--- config.mk ---
export PLATFORM = sky130hd
export DESIGN_NAME = country_car_sensor
export DESIGN_NICKNAME = d
export VERILOG_FILES = /design/src/rtl/country_car_sensor.sv
export SDC_FILE = /design/constraint.sdc
export NUM_CORES = 1
export LEC_CHECK = 0
export BUFFER_PORTS_ARGS = -buffer_cell sky130_fd_sc_hd__buf_2
export CAP_MARGIN = 20
export CORE_MARGIN = 3
export CORE_UTILIZATION = 43
export DETAILED_ROUTE_END_ITERATION = 10
export GPL_TIMING_DRIVEN = 0
export SLEW_MARGIN = 20
export SYNTH_ARGS = -nofsm -noshare
export SYNTH_HDL_FRONTEND = slang
export SYNTH_SLANG_ARGS = --single-unit
export TNS_END_PERCENT = 30
--- constraint.sdc ---
create_clock -name clock -period 3.2 [get_ports clock]
set_clock_uncertainty 0.1 [all_clocks]
set_input_delay 0.96 -clock clock [delete_from_list [all_inputs] [get_ports clock]]
set_output_delay 0.96 -clock clock [all_outputs]
set_load 0.01 [all_outputs]
--- src/rtl/country_car_sensor.sv ---
// -----------------------------------------------------------------------------
// country_car_sensor
//
// Conditions the raw country-road loop detector into the car-present request
// `x` consumed by sig_control. The detector level is synchronised with two
// flops, debounced by a four-state qualifier FSM, and turned into arrival and
// departure events. A saturating counter tracks vehicles still waiting (a
// departure only retires a vehicle while the country light is GREEN). The
// request is stretched by a hold timer so that closely spaced cars do not let
// the controller drop country GREEN between them.
//
// Optional feature (compile-time macro SENSOR_STUCK_DETECT_EN):
//   adds the sensor_fault output and an occupancy counter. A detector that
//   stays occupied for STUCK_CYCLES cycles is declared stuck: x is forced low,
//   car_count freezes, and the next departure clears the fault and empties
//   car_count. Without the macro there is no fault port and x is never forced.
//
// Parameters:
//   DEBOUNCE_CYCLES  qualifier length for a level change (>= 1)
//   HOLD_CYCLES      cycles x stays high after the request clears (>= 0)
//   COUNT_WIDTH      width of the waiting-vehicle counter
//   STUCK_CYCLES     occupancy limit before a stuck fault (>= 1)
//
// Ports:
//   clock         system clock, all state updates on the rising edge
//   clear         asynchronous active-high reset
//   sensor_raw    asynchronous raw detector level, 1 = metal over loop
//   country       country light from sig_control: RED=0 YELLOW=1 GREEN=2
//                 (3 is treated as not GREEN)
//   x             registered car-present request
//   car_count     number of vehicles waiting (saturating)
//   car_arrival   one-cycle pulse on the first OCCUPIED cycle of each arrival
//   sensor_fault  stuck-sensor flag (only with SENSOR_STUCK_DETECT_EN)
// -----------------------------------------------------------------------------
module country_car_sensor #(
    parameter int DEBOUNCE_CYCLES = 4,
    parameter int HOLD_CYCLES     = 6,
    parameter int COUNT_WIDTH     = 4,
    parameter int STUCK_CYCLES    = 64
) (
    input  logic                   clock,
    input  logic                   clear,
    input  logic                   sensor_raw,
    input  logic [1:0]             country,
    output logic                   x,
    output logic [COUNT_WIDTH-1:0] car_count,
    output logic                   car_arrival
`ifdef SENSOR_STUCK_DETECT_EN
    ,
    output logic                   sensor_fault
`endif
);

    // Reject parameter values the datapath cannot represent.
    if (DEBOUNCE_CYCLES < 1 || HOLD_CYCLES < 0 || COUNT_WIDTH < 1 ||
        STUCK_CYCLES < 1) begin : g_bad_params
        $error("country_car_sensor: invalid parameter value");
    end

    localparam logic [1:0] IDLE     = 2'd0;
    localparam logic [1:0] QUAL_ON  = 2'd1;
    localparam logic [1:0] OCCUPIED = 2'd2;
    localparam logic [1:0] QUAL_OFF = 2'd3;

    localparam logic [1:0] GREEN = 2'd2;

    localparam int DB_W = (DEBOUNCE_CYCLES > 1) ? $clog2(DEBOUNCE_CYCLES) : 1;
    localparam logic [DB_W-1:0] DB_LAST = DB_W'(DEBOUNCE_CYCLES - 1);

    localparam int HOLD_W = (HOLD_CYCLES > 0) ? $clog2(HOLD_CYCLES + 1) : 1;
    localparam logic [HOLD_W-1:0] HOLD_LOAD = HOLD_W'(HOLD_CYCLES);

    localparam logic [COUNT_WIDTH-1:0] COUNT_MAX = '1;

    // Saturating helpers for the vehicle counter and the hold timer.
    function automatic logic [COUNT_WIDTH-1:0] sat_inc(input logic [COUNT_WIDTH-1:0] v);
        return (v == COUNT_MAX) ? v : v + 1'b1;
    endfunction

    function automatic logic [COUNT_WIDTH-1:0] sat_dec(input logic [COUNT_WIDTH-1:0] v);
        return (v == '0) ? v : v - 1'b1;
    endfunction

    function automatic logic [HOLD_W-1:0] timer_dec(input logic [HOLD_W-1:0] v);
        return (v == '0) ? v : v - 1'b1;
    endfunction

    logic                   sync_p0;
    logic                   sync_p1;
    logic                   s;
    logic [1:0]             state;
    logic [1:0]             state_n;
    logic [DB_W-1:0]        db_cnt;
    logic                   arrival;
    logic                   departure;
    logic [COUNT_WIDTH-1:0] count_n;
    logic [HOLD_W-1:0]      hold_timer;
    logic                   req;
    logic                   frozen;
    logic                   fault_n;

    // ---- stage p0/p1: two-flop synchroniser on the raw detector ----
    always_ff @(posedge clock or posedge clear) begin
        if (clear) begin
            sync_p0 <= 1'b0;
            sync_p1 <= 1'b0;
        end else begin
            sync_p0 <= sensor_raw;
            sync_p1 <= sync_p0;
        end
    end

    assign s = sync_p1;

    // ---- qualifier FSM: debounced level and arrival/departure events ----
    always_comb begin
        state_n   = state;
        arrival   = 1'b0;
        departure = 1'b0;
        case (state)
            IDLE: begin
                if (s) state_n = QUAL_ON;
            end
            QUAL_ON: begin
                if (!s) begin
                    state_n = IDLE;
                end else if (db_cnt == DB_LAST) begin
                    state_n = OCCUPIED;
                    arrival = 1'b1;
                end
            end
            OCCUPIED: begin
                if (!s) state_n = QUAL_OFF;
            end
            QUAL_OFF: begin
                // A bounce back to occupied is the same vehicle, not a new one.
                if (s) begin
                    state_n = OCCUPIED;
                end else if (db_cnt == DB_LAST) begin
                    state_n   = IDLE;
                    departure = 1'b1;
                end
            end
            default: state_n = IDLE;
        endcase
    end

    always_ff @(posedge clock or posedge clear) begin
        if (clear) begin
            state  <= IDLE;
            db_cnt <= '0;
        end else begin
            state <= state_n;
            // The counter restarts on every state entry; it only advances while
            // a qualifying state keeps seeing its target level, so it never
            // exceeds DB_LAST.
            if (state_n != state) begin
                db_cnt <= '0;
            end else if (state == QUAL_ON || state == QUAL_OFF) begin
                db_cnt <= db_cnt + 1'b1;
            end
        end
    end

`ifdef SENSOR_STUCK_DETECT_EN
    localparam int OCC_W = $clog2(STUCK_CYCLES + 1);
    localparam logic [OCC_W-1:0] OCC_LAST = OCC_W'(STUCK_CYCLES - 1);
    localparam logic [OCC_W-1:0] OCC_FULL = OCC_W'(STUCK_CYCLES);

    logic [OCC_W-1:0] occ_cnt;
    logic             fault;

    always_comb begin
        fault_n = fault;
        if (fault && departure) begin
            fault_n = 1'b0;
        end else if (!fault && state == OCCUPIED && occ_cnt == OCC_LAST) begin
            fault_n = 1'b1;
        end
    end

    // Occupancy time accumulates across QUAL_OFF bounces of the same vehicle
    // and restarts only once the loop has been accepted as empty.
    always_ff @(posedge clock or posedge clear) begin
        if (clear) begin
            occ_cnt <= '0;
            fault   <= 1'b0;
        end else begin
            fault <= fault_n;
            if (state == IDLE || state == QUAL_ON) begin
                occ_cnt <= '0;
            end else if (state == OCCUPIED && occ_cnt != OCC_FULL) begin
                occ_cnt <= occ_cnt + 1'b1;
            end
        end
    end

    assign frozen       = fault;
    assign sensor_fault = fault;
`else
    assign frozen  = 1'b0;
    assign fault_n = 1'b0;
`endif

    // ---- vehicle counter ----
    always_comb begin
        count_n = car_count;
        if (frozen) begin
            // A stuck detector gives no trustworthy history: its departure
            // empties the queue instead of retiring one vehicle.
            if (departure) count_n = '0;
        end else if (arrival) begin
            count_n = sat_inc(car_count);
        end else if (departure && country == GREEN) begin
            count_n = sat_dec(car_count);
        end
    end

    always_ff @(posedge clock or posedge clear) begin
        if (clear) begin
            car_count   <= '0;
            car_arrival <= 1'b0;
        end else begin
            car_count   <= count_n;
            car_arrival <= arrival;
        end
    end

    // ---- request stretch and registered x ----
    assign req = !frozen &&
                 ((car_count != '0) || state == OCCUPIED || state == QUAL_OFF);

    always_ff @(posedge clock or posedge clear) begin
        if (clear) begin
            hold_timer <= '0;
            x          <= 1'b0;
        end else begin
            // The timer is emptied during a fault so that clearing the fault
            // does not release a stale stretched request.
            if (frozen) begin
                hold_timer <= '0;
            end else if (req) begin
                hold_timer <= HOLD_LOAD;
            end else begin
                hold_timer <= timer_dec(hold_timer);
            end
            x <= (req || (hold_timer != '0)) && !fault_n;
        end
    end

endmodule
; Yosys cells after proc, flatten, opt, wreduce, memory -nomap -nowiden
; Cells that the tools add are included.
[word_totals]
regBits = 15
wordCells = 55
[classes]
add_sub_neg = 4
n_eq_ne = 10
n_mux = 20
reduce_logical = 13
[op_table]
columns = operator, n
row1 = $mux 2, 8
row2 = $mux 4, 4
row3 = $eq 2x2->1 const B, 4
row4 = $pmux 2 s4, 1
row5 = $mux 3, 2
row6 = $ne 2x2->1 const B, 3
row7 = $mux 1, 5
row8 = $add 4x1->4 const B, 1
row9 = $eq 4x4->1 const B, 1
row10 = $logic_not 4->1, 1
row11 = $logic_or 1x1->1, 4
row12 = $reduce_bool 2->1, 2
row13 = $reduce_bool 4->1, 1
row14 = $sub 4x1->4 const B, 1
row15 = $logic_not 3->1, 1
row16 = $reduce_and 3->1, 1
row17 = $reduce_bool 3->1, 1
row18 = $sub 3x1->3 const B, 1
row19 = $add 2x1->2 const B, 1
row20 = $eq 2x1->1 const B, 1
row21 = $logic_not 2->1, 1
row22 = $ne 2x2->1, 1
row23 = $logic_and 1x1->1, 1

; Longest topological paths before layout
; Gate-level depths: netlist of run 1.
[depth]
word_depth = 7
ltp_mapped = 7
mapped_depth_nobuf = 7

; Least setup slack after synthesis of run 1
; OpenSTA, ideal clock, no wires.
[synth_timing]
path_type = register -> register
startpoint = register db_cnt[0]
endpoint = register car_count[3]
setup_time_ps = 79
t_arrival_ps = 1854
required_time_ps = 3021
setup_slack_ps = 1167
stages_incl_launch_ff = 8
n_path_buf = 0
cell_sequence = dfrtp_1 > ha_1 > nand4b_1 > ha_1 > a21o_2 > a21oi_1 > mux2i_1 > xor2_1
[synth_between]
elab_chain_cells = 7
elab_cells_between_ends = 12
[synth_rtl]
columns = item, line_no
row1 = from (decl), 93  ; logic [DB_W-1:0] db_cnt;
row2 = from (signal assigned), 160  ; db_cnt <= db_cnt + 1'b1;
row3 = $eq 2x2->1 *, "127, 139"
row4 = $mux 1 *, "127, 139"
row5 = $mux 1, 137  ; if (s) begin
row6 = $mux 1, 120  ; case (state)
row7 = $logic_and 1x1->1, 214  ; end else if (departure && country == GREEN) begin
row8 = $reduce_bool 2->1 (no line), --
row9 = $reduce_and 3->1 (no line), --
row10 = to (signal assigned), 224  ; car_count <= count_n;
row11 = to (decl), 46  ; output logic [COUNT_WIDTH-1:0] car_count,
; Every way passes the cells marked *; elsewhere a longest branch is shown, timed or not.
; A chain may end at the register's enable or synchronous reset.

; Worst setup path after layout of run 1
; Same ends and word-level chain as after synthesis.

==> flow_metrics.py, run 1 <==
metrics = {
    "status": {
        "status": "finished clean",
    },
    "timing": {
        "slew_headroom_pct": 63.1,
        "setup_tns_ns": 0,
        "fin_hold_ws_ns": 0.259,
        "rsz0062_at_grt": "no",
        "period_share_pct": 71.2,
        "hold_violations": 0,
        "setup_viol": 0,
        "drv_slew": 0,
        "fin_crit_ns": 2.28,
        "clock.fmax_ghz": 0.439,
        "worst_slew_pin_slew_ns": 0.552,
    },
    "worst_setup_path": {
        "timing.rr.end": "car_count[3]",
        "cp_slowest_cell": "dfrtp_1",
        "crit_top_cell": "ha_1",
        "path_cells": "ha_1, nand4b_1, ha_1, a21o_2, a21oi_1, mux2i_1, xor2_1",
        "rr_worst_depth": 7,
        "critPathKind": "reg -> reg",
        "arrival_ns": 2.39,
        "crit_required_ns": 3.31,
        "critPathMaxStageDelay_ns": 0.39,
        "crit_start": "db_cnt[0]",
        "critPathTopFamily": "adder cells",
        "startpoint_type": "flip-flop",
        "r2r-start": "db_cnt[0]",
        "crit_fanout": 5,
        "endpoint_kind": "flip-flop",
        "path_buf_inv": 0,
        "reg2reg_setup_slack_ns": 0.92,
    },
    "clocking": {
        "path_clk_slew_ns": 0.09,
        "clk_latency_ns": 0.28,
        "numCtsBuffers": 3,
        "cts_setup_buffers": 0,
        "cts_tree": "yes",
        "clock-sinks": 15,
        "htree_levels": 1,
        "cts-resized-gates": 0,
        "hold_buffers": 0,
        "clockBufferDepth": 2,
        "cts-root-buf": "clkbuf_4",
    },
    "layout": {
        "area_delta_synth_final_pct": 12.9,
        "n_antenna_cell": 0,
        "ff_latch_area_um2": 375,
        "nNetsFinal": 87,
        "drive_above_1_share_pct": 30.7,
        "fillers": 133,
        "multi_input_area_um2": 364,
    },
    "global_routing": {
        "track_usage_pct": 12.3,
        "antenna_found_initial": 0,
        "grt_pass1_wl_um": 1810,
        "met1_usage_pct": 16.2,
        "met3_usage_pct": 3.76,
        "gr-max-usage-layer": "met1",
        "grt_pass1_vias": 417,
        "grt_util_met2_pct": 15.6,
        "gr-total-overflow": 0,
        "grt_max_degree": 16,
    },
    "hold_path": {
        "hold_path.class": "reg -> reg",
        "hp-start": "sync_p0",
        "min_to": "s",
        "hold_depth": 0,
    },
    "placed_design": {
        "port-buffer-count": 10,
        "gp_congestion": 0.687,
        "place_hpwl_um": 855,
    },
    "synth": {
        "ys_ff_latch": 15,
        "yosys.area_share.simple_pct": 18.1,
        "synth_seq_area_share_pct": 49.8,
        "synth_area_leaders": "dfrtp_1 (50%), ha_1 (8.3%), mux2_4 (4.0%), xor2_1 (3.5%), nand2_1 (3.0%)",
        "synth_top_family_by_area": "simple AND/OR/NAND/NOR gates",
        "syn-num-nets": 72,
        "muxShareOfSynthArea_pct": 8.13,
        "yosysWarnings": 0,
        "synth_area_um2": 754,
        "synth_compound_area_share_pct": 5.31,
        "yosys.area_share.adder_pct": 10.9,
        "yosys.area.top_type": "dfrtp_1",
        "synthXorXnorAreaFrac_pct": 5.80,
        "synth_cell_types": 25,
        "syn_area_per_cell_um2": 12.4,
        "syn_inst": 61,
        "synth_top_area_share_pct": 49.8,
    },
    "detailed_routing": {
        "ant_nets": 0,
        "drc_errors": 0,
        "via_per_inst": 5.14,
        "postRouteWirelength_um": 1140,
        "first_pass_iters": 4,
        "wl_per_cell_um": 12.5,
        "drt_iter0_drc": 6,
        "vias": 468,
    },
    "floorplan": {
        "chipHeight_um": 47.9,
        "rows": 14,
        "die_area_mm2": 0.00229,
        "start_util_pct": 47.9,
        "io_pins": 11,
        "core-area_mm2": 0.00158,
        "die_w_um": 47.9,
    },
    "power_and_ir_drop": {
        "p_leak_nw": 0.402,
        "p_per_area_mw_per_mm2": 632,
        "max-vdd-ir-drop_uv": 335,
    },
    "job": {
        "maxCapViolCount": 0,
    },
}
-- cells in the final DEF (no fill, tap or decap), types with 2 or more instances in the layout --
cell type	n
ha_1	5
nor2_1	3
buf_2	10
o21ai_0	2
clkbuf_4	3
mux2i_1	2
nand3b_1	2
dfrtp_1	15
inv_1	4
xor2_1	3
xnor2_1	2
nand2_1	6
mux2_4	2
a21oi_1	2
-- per-layer routing --
metal,wire length [um],up-vias
met3,48,5
met2,468,10
met1,570,215
li1,-,238
met4,49,0
met5,0,-
-- registers in the layout, summed over array words and instances (netlist names) --
register,count
car_count,4
hold_timer,3
db_cnt,2
state,2
car_arrival,1
s,1
sync_p0,1
x,1
-- area by class of cell --
| class | count | share of cell area (%) |
|---|---|---|
| tap | 16 | 2.35 |
| clock inverter | 1 | 0.587 |
| sequential | 15 | 44.1 |
| multi-input combinational | 42 | 42.7 |
| timing repair buffer | 10 | 5.87 |
| clock buffer | 3 | 2.64 |
| inverter | 4 | 1.76 |
-- Yosys cell counts --
library cell,number
mux2_4,2
nor3_1,1
mux2i_1,2
xor2_1,3
ha_1,5
inv_1,4
and4bb_2,1
a41o_2,1
o21ai_0,2
dfrtp_1,15
nand2b_1,1
nor2_1,3
a21o_2,1
nand2_1,6
or4_4,1
fa_1,1
nand2_4,1
nand4b_1,1
nand3_1,1
xnor2_1,2
a21oi_1,2
nand4_4,1
nand3b_1,2
mux2_2,1
or3_1,1
-- per-stage QoR --
step	setup slack (ns)	cell area [um^2]	util [%]	std cells	power [mW]
detailed placement	0.938	825	52.3	87	0.439
global route	0.710	852	54.0	91	0.584
finish	0.923	852	54.0	91	0.539
global placement	0.947	825	52.3	87	0.430
CTS	0.911	852	54.0	91	0.550
floorplan	1.17	754	-	61	0.391
-- report_power, final --
group / switching [mW] / internal [mW]
Clock: 0.0597 / 0.0465
Sequential: 0.0527 / 0.228
Combinational: 0.0708 / 0.0812
Total: 0.183 / 0.355
-- worst max-delay path by stage --
stage                    to  depth (start not counted)
2_1_floorplan  car_count[3]                          7
3_3_place_gp   car_count[3]                          7
3_5_place_dp   car_count[3]                          7
4_1_cts        car_count[3]                          7
5_1_grt        car_count[3]                          7
6_report       car_count[3]                          7
-- logic make-up after synthesis --
family / Yosys count
AND/OR/NAND/NOR: 20
flip-flops: 15
AO/OA/AOI/OAI: 6
adder cells (fa/ha/maj): 6
XOR/XNOR: 5
multiplexers: 5
buffers and inverters: 4
Power figures use the tool's default switching activity.
==> inputs of run 2 (changes only) <==
--- a/config.mk
+++ b/config.mk
@@ -11,6 +11,7 @@
 export CORE_UTILIZATION = 43
 export DETAILED_ROUTE_END_ITERATION = 10
 export GPL_TIMING_DRIVEN = 0
+export PLACE_DENSITY = 0.65
 export SLEW_MARGIN = 20
 export SYNTH_ARGS = -nofsm -noshare
 export SYNTH_HDL_FRONTEND = slang
==> constraint.sdc (replaced) <==
create_clock -name clock -period 1.9 [get_ports clock]
set_clock_uncertainty 0.1 [all_clocks]
set_input_delay 0.57 -clock clock [delete_from_list [all_inputs] [get_ports clock]]
set_output_delay 0.57 -clock clock [all_outputs]
set_load 0.01 [all_outputs]
==> run 2 against run 1 <==
Net effect:
- the flow now finishes with violations (setup timing)
- design area is 9.7% higher
- die area stayed put
- sequential power is 75% higher
- sequential share of layout area is 3.6 points lower
- register-to-register slack worse by 1.1 ns
- clock power is 65% higher
- combinational power is 100% higher
- first-iteration DRC count is 17% lower
- count of clock-buffer cells in the layout stayed put
- utilization is 5.2 points higher
- worst setup slack worse by 1.1 ns
- critical path type unchanged
- critical endpoint is now car_count[2]
==> flow_metrics.py, run 2 (same netlist as run 1, synthesis figures left out) <==
metrics = {
    "status": {
        "status": "finished, violations left",
        "failed_checks": "setup timing",
    },
    "timing": {
        "clock.fmax_ghz": 0.493,
        "setup_tns_ns": -0.250,
        "drv_slew": 0,
        "fin_crit_ns": 2.03,
        "fin_ws_ns": -0.129,
        "fin_hold_ws_ns": 0.225,
        "slew_headroom_pct": 63.3,
        "worst_slew_pin_slew_ns": 0.550,
        "period_share_pct": 107,
        "rsz0062_at_grt": "yes",
        "setup_viol": 3,
        "hold_violations": 0,
    },
    "hold_path": {
        "hold_path.class": "in -> async",
    },
    "floorplan": {
        "io_pins": 11,
        "rows": 14,
        "die_area_mm2": 0.00229,
        "core-area_mm2": 0.00158,
        "chipHeight_um": 47.9,
        "start_util_pct": 47.9,
        "die_w_um": 47.9,
    },
    "detailed_routing": {
        "wl_per_cell_um": 13.3,
        "via_per_inst": 5.35,
        "drc_errors": 0,
        "ant_nets": 0,
        "first_pass_iters": 4,
        "drt_iter0_drc": 5,
        "postRouteWirelength_um": 1290,
        "vias": 519,
    },
    "placed_design": {
        "preCtsSetupSlack_ns": -0.191,
        "gp_congestion": 0.662,
        "dp_cells": 87,
        "place_hpwl_um": 895,
        "port-buffer-count": 10,
    },
    "layout": {
        "drive_above_1_share_pct": 43.2,
        "area_delta_synth_final_pct": 23.9,
        "fillers": 139,
        "final_common_cell": "dfrtp_1",
        "largest_reg_flops": 4,
        "regMostFlops": "car_count",
        "reg.largest.list": "car_count (4), hold_timer (3)",
        "stdcell_count": 97,
        "n_antenna_cell": 0,
        "final_cell_mix": "dfrtp_1 (13), buf_2 (10), nand2_1 (6)",
        "nNetsFinal": 93,
    },
    "power_and_ir_drop": {
        "max-vdd-ir-drop_uv": 569,
        "p_leak_nw": 0.427,
        "finalPower_mw": 0.969,
        "p_per_area_mw_per_mm2": 1040,
    },
    "clocking": {
        "path_clk_slew_ns": 0.09,
        "cts_tree": "yes",
        "hold_buffers": 0,
        "clk_latency_ns": 0.27,
        "clockBufferDepth": 2,
        "cts-root-buf": "clkbuf_4",
        "htree_levels": 1,
        "clock-sinks": 15,
        "numCtsBuffers": 3,
    },
    "global_routing": {
        "gr-total-overflow": 0,
        "antenna_found_initial": 0,
        "grt_pass1_wl_um": 2350,
        "grt_max_degree": 16,
        "track_usage_pct": 15.1,
        "grt_pass1_vias": 539,
    },
    "job": {
        "maxCapViolCount": 0,
    },
    "worst_setup_path": {
        "startpoint_type": "flip-flop",
        "crit_fanout": 3,
        "crit_required_ns": 1.96,
        "arrival_ns": 2.09,
        "critPathKind": "reg -> reg",
        "endpoint_kind": "flip-flop",
        "rr_worst_depth": 7,
    },
}
[run 2: cell type report]
type	count	area (um^2)	share of cell area [%]
well taps	16	20.0	2.14
flip-flops and latches	15	378	40.4
inverters	4	15.0	1.61
clock inverters	1	5.00	0.535
repair buffers	16	98.8	10.6
clock buffers	3	22.5	2.41
multi-input cells	42	395	42.3
[run 2: repair_timing]
action,in CTS,in global routing
resized for setup,3,2
endpoints found under the setup margin,2,3
pin swaps,4,2
buffers inserted,5,1
hold endpoints to repair,0,0
cloned,0,0
[run 2: critical path, cell delays in order (launching register included)]
cell	delay, ns
dfrtp_1	0.42
ha_4	0.16
nand4b_1	0.19
buf_4	0.20
buf_6	0.11
fa_2	0.32
xor2_1	0.16
mux2_4	0.25
[run 2: worst paths after layout]
kind | start | endpoint | slack [ns]
min in group clock | sync_p0 | s | 0.26
worst min register to register | sync_p0 | s | 0.26
worst max-delay path | db_cnt[0] | car_count[2] | -0.13
worst min-delay path | clear | car_count[0] | 0.22
worst max register to register | db_cnt[0] | car_count[2] | -0.13
max in group asynchronous | clear | state[0] | 1.08
[run 2: power breakdown]
part	internal (mW)	switching, mW	total (mW)
clock	0.0779	0.0968	0.175
combinational	0.172	0.131	0.304
sequential	0.386	0.104	0.490
total	0.637	0.332	0.969
[run 2: routing by layer]
metal | track usage [%] | up-vias | wire length, um | share of wire, %
li1 | - | 250 | - | -
met1 | 19.4 | 255 | 571 | 44
met2 | 23.0 | 10 | 639 | 49
met3 | 3.01 | 4 | 39 | 3.0
met4 | 9.68 | 0 | 41 | 3.2
met5 | 0 | - | 0 | 0
[run 2: metrics by stage]
| step | util (%) | instance area, um^2 |
|---|---|---|
| global placement | 53.3 | 841 |
| finish | 59.3 | 935 |
| CTS | 57.8 | 911 |
| detailed placement | 53.3 | 841 |
| global route | 59.3 | 935 |
| floorplan | - | 771 |
==> inputs of run 3 (changes only) <==
--- a/config.mk
+++ b/config.mk
@@ -9,6 +9,7 @@
 export CAP_MARGIN = 20
 export CORE_MARGIN = 3
 export CORE_UTILIZATION = 43
+export CTS_CLUSTER_SIZE = 12
 export DETAILED_ROUTE_END_ITERATION = 10
 export GPL_TIMING_DRIVEN = 0
 export PLACE_DENSITY = 0.65
@@ -16,4 +17,3 @@
 export SYNTH_ARGS = -nofsm -noshare
 export SYNTH_HDL_FRONTEND = slang
 export SYNTH_SLANG_ARGS = --single-unit
-export TNS_END_PERCENT = 30
==> run 3 against run 2 <==
Net effect:
- the flow still finishes with violations (setup timing)
- critical path depth did not move
- clock power hardly changed
- utilization decreased by 0.24 points
- hold slack better by 0.0018 ns
- final cell count is the same
- critical endpoint is now car_count[3]
==> flow_metrics.py, run 3 (same netlist as run 1, synthesis figures left out) <==
metrics = {
    "worst_setup_path": {
        "endpoint_kind": "flip-flop",
        "r2r-start": "db_cnt[0]",
        "critPathKind": "reg -> reg",
        "endpoint": "car_count[3]",
        "crit_start": "db_cnt[0]",
        "startpoint_type": "flip-flop",
        "critPathMaxStageDelay_ns": 0.42,
        "rr_worst_depth": 7,
        "timing.rr.end": "car_count[3]",
        "crit_required_ns": 2.00,
        "crit_fanout": 3,
        "path_cells": "ha_4, nand4b_1, ha_1, a21o_2, a21oi_2, mux2i_1, xor2_1",
        "arrival_ns": 2.07,
        "reg2reg_setup_slack_ns": -0.07,
        "cp_slowest_cell": "dfrtp_1",
    },
    "timing": {
        "clock.fmax_ghz": 0.507,
        "fin_ws_ns": -0.0735,
        "drv_slew": 0,
        "period_share_pct": 104,
        "setup_viol": 2,
        "fin_crit_ns": 1.97,
        "rsz0062_at_grt": "yes",
        "worst_slew_pin_slew_ns": 0.548,
        "hold_violations": 0,
        "slew_headroom_pct": 63.4,
    },
    "placed_design": {
        "port-buffer-count": 10,
        "gp_congestion": 0.662,
        "place_hpwl_um": 895,
        "dp_cells": 87,
        "preCtsSetupSlack_ns": -0.191,
    },
    "clocking": {
        "clock-sinks": 15,
        "cts-root-buf": "clkbuf_4",
        "path_clk_slew_ns": 0.09,
        "cts_tree": "yes",
        "htree_levels": 1,
        "clockBufferDepth": 2,
        "numCtsBuffers": 3,
        "clk_latency_ns": 0.27,
    },
    "status": {
        "status": "finished, violations left",
        "failed_checks": "setup timing",
    },
    "layout": {
        "largest_reg_flops": 4,
        "nNetsFinal": 93,
        "n_antenna_cell": 0,
        "regMostFlops": "car_count",
        "final_cell_mix": "dfrtp_1 (13), buf_2 (10), nand2_1 (6), buf_4 (6), inv_1 (4)",
        "stdcell_count": 97,
        "area_delta_synth_final_pct": 23.4,
        "reg.largest.list": "car_count (4), hold_timer (3)",
        "fillers": 141,
        "drive_above_1_share_pct": 43.2,
        "final_common_cell": "dfrtp_1",
    },
    "floorplan": {
        "die_area_mm2": 0.00229,
        "rows": 14,
        "start_util_pct": 47.9,
        "chipHeight_um": 47.9,
        "core-area_mm2": 0.00158,
        "die_w_um": 47.9,
        "io_pins": 11,
    },
    "detailed_routing": {
        "first_pass_iters": 4,
        "drc_errors": 0,
        "vias": 522,
        "postRouteWirelength_um": 1310,
        "drt_iter0_drc": 12,
        "ant_nets": 0,
        "via_per_inst": 5.38,
        "wl_per_cell_um": 13.5,
    },
    "job": {
        "maxCapViolCount": 0,
    },
    "power_and_ir_drop": {
        "p_per_area_mw_per_mm2": 1040,
        "p_leak_nw": 0.426,
        "max-vdd-ir-drop_uv": 571,
    },
    "global_routing": {
        "track_usage_pct": 15.1,
        "antenna_found_initial": 0,
        "gr-total-overflow": 0,
        "grt_pass1_vias": 539,
        "grt_pass1_wl_um": 2350,
        "grt_max_degree": 16,
    },
    "hold_path": {
        "hold_path.class": "in -> async",
    },
}
## run 3: cell counts in the layout (fill, tap and decap cells not counted)
Identical to the previous run, type by type.
## run 3: layout make-up
cell class	count	area [um^2]	area share [%]
flip-flops and latches	15	378	40.6
repair buffers	16	95.1	10.2
clock inverters	1	5.00	0.538
multi-input cells	42	395	42.5
clock buffers	3	22.5	2.42
inverters	4	15.0	1.61
well taps	16	20.0	2.15
## run 3: routing by layer
metal	part of all wire (%)	vias to the layer above	GRT usage, %
met5	0	-	0
met4	3.1	0	9.68
met3	3.4	4	3.01
met2	50	12	23.0
met1	44	255	19.4
li1	-	251	-
## run 3: report_power, final
part / internal (mW) / switching (mW) / total (mW)
Clock: 0.0779 / 0.0953 / 0.173
Sequential: 0.386 / 0.105 / 0.492
Combinational: 0.173 / 0.132 / 0.306
Total: 0.638 / 0.333 / 0.971
## run 3: metrics by stage
| step | util [%] | hold WS [ns] | power [mW] | TNS (ns) | cell area [um^2] |
|---|---|---|---|---|---|
| detailed placement | 53.3 | 0.237 | 0.763 | -0.237 | 841 |
| global route | 59.0 | 0.262 | 1.06 | -0.386 | 931 |
| global placement | 53.3 | 0.235 | 0.749 | -0.228 | 841 |
| CTS | 57.8 | 0.238 | 0.961 | -0.0435 | 911 |
| finish | 59.0 | 0.227 | 0.971 | -0.102 | 931 |
| floorplan | - | 0.231 | 0.680 | -0.0209 | 771 |
## run 3: worst max-delay path: cells and delay by family (launching register included)
| kind | cells | cell delay (ns) |
|---|---|---|
| flops | 1 | 0.42 |
| compound gates | 2 | 0.32 |
| fa+ha+maj | 2 | 0.49 |
| simple gates | 1 | 0.19 |
| mux | 1 | 0.22 |
| xor+xnor | 1 | 0.16 |
## run 3: how the worst min path moves through the flow
stage	startpoint	end
2_1_floorplan	sync_p0	s
3_3_place_gp	sync_p0	s
3_5_place_dp	sync_p0	s
4_1_cts	clear	db_cnt[0]
5_1_grt	sync_p0	s
6_report	clear	car_arrival
## run 3: what timing repair did
item / in CTS / in global routing
setup buffers: 5 / 2
setup endpoints to repair: 2 / 3
pin swaps: 4 / 4
resized for setup: 3 / 1
hold buffers: 0 / 0
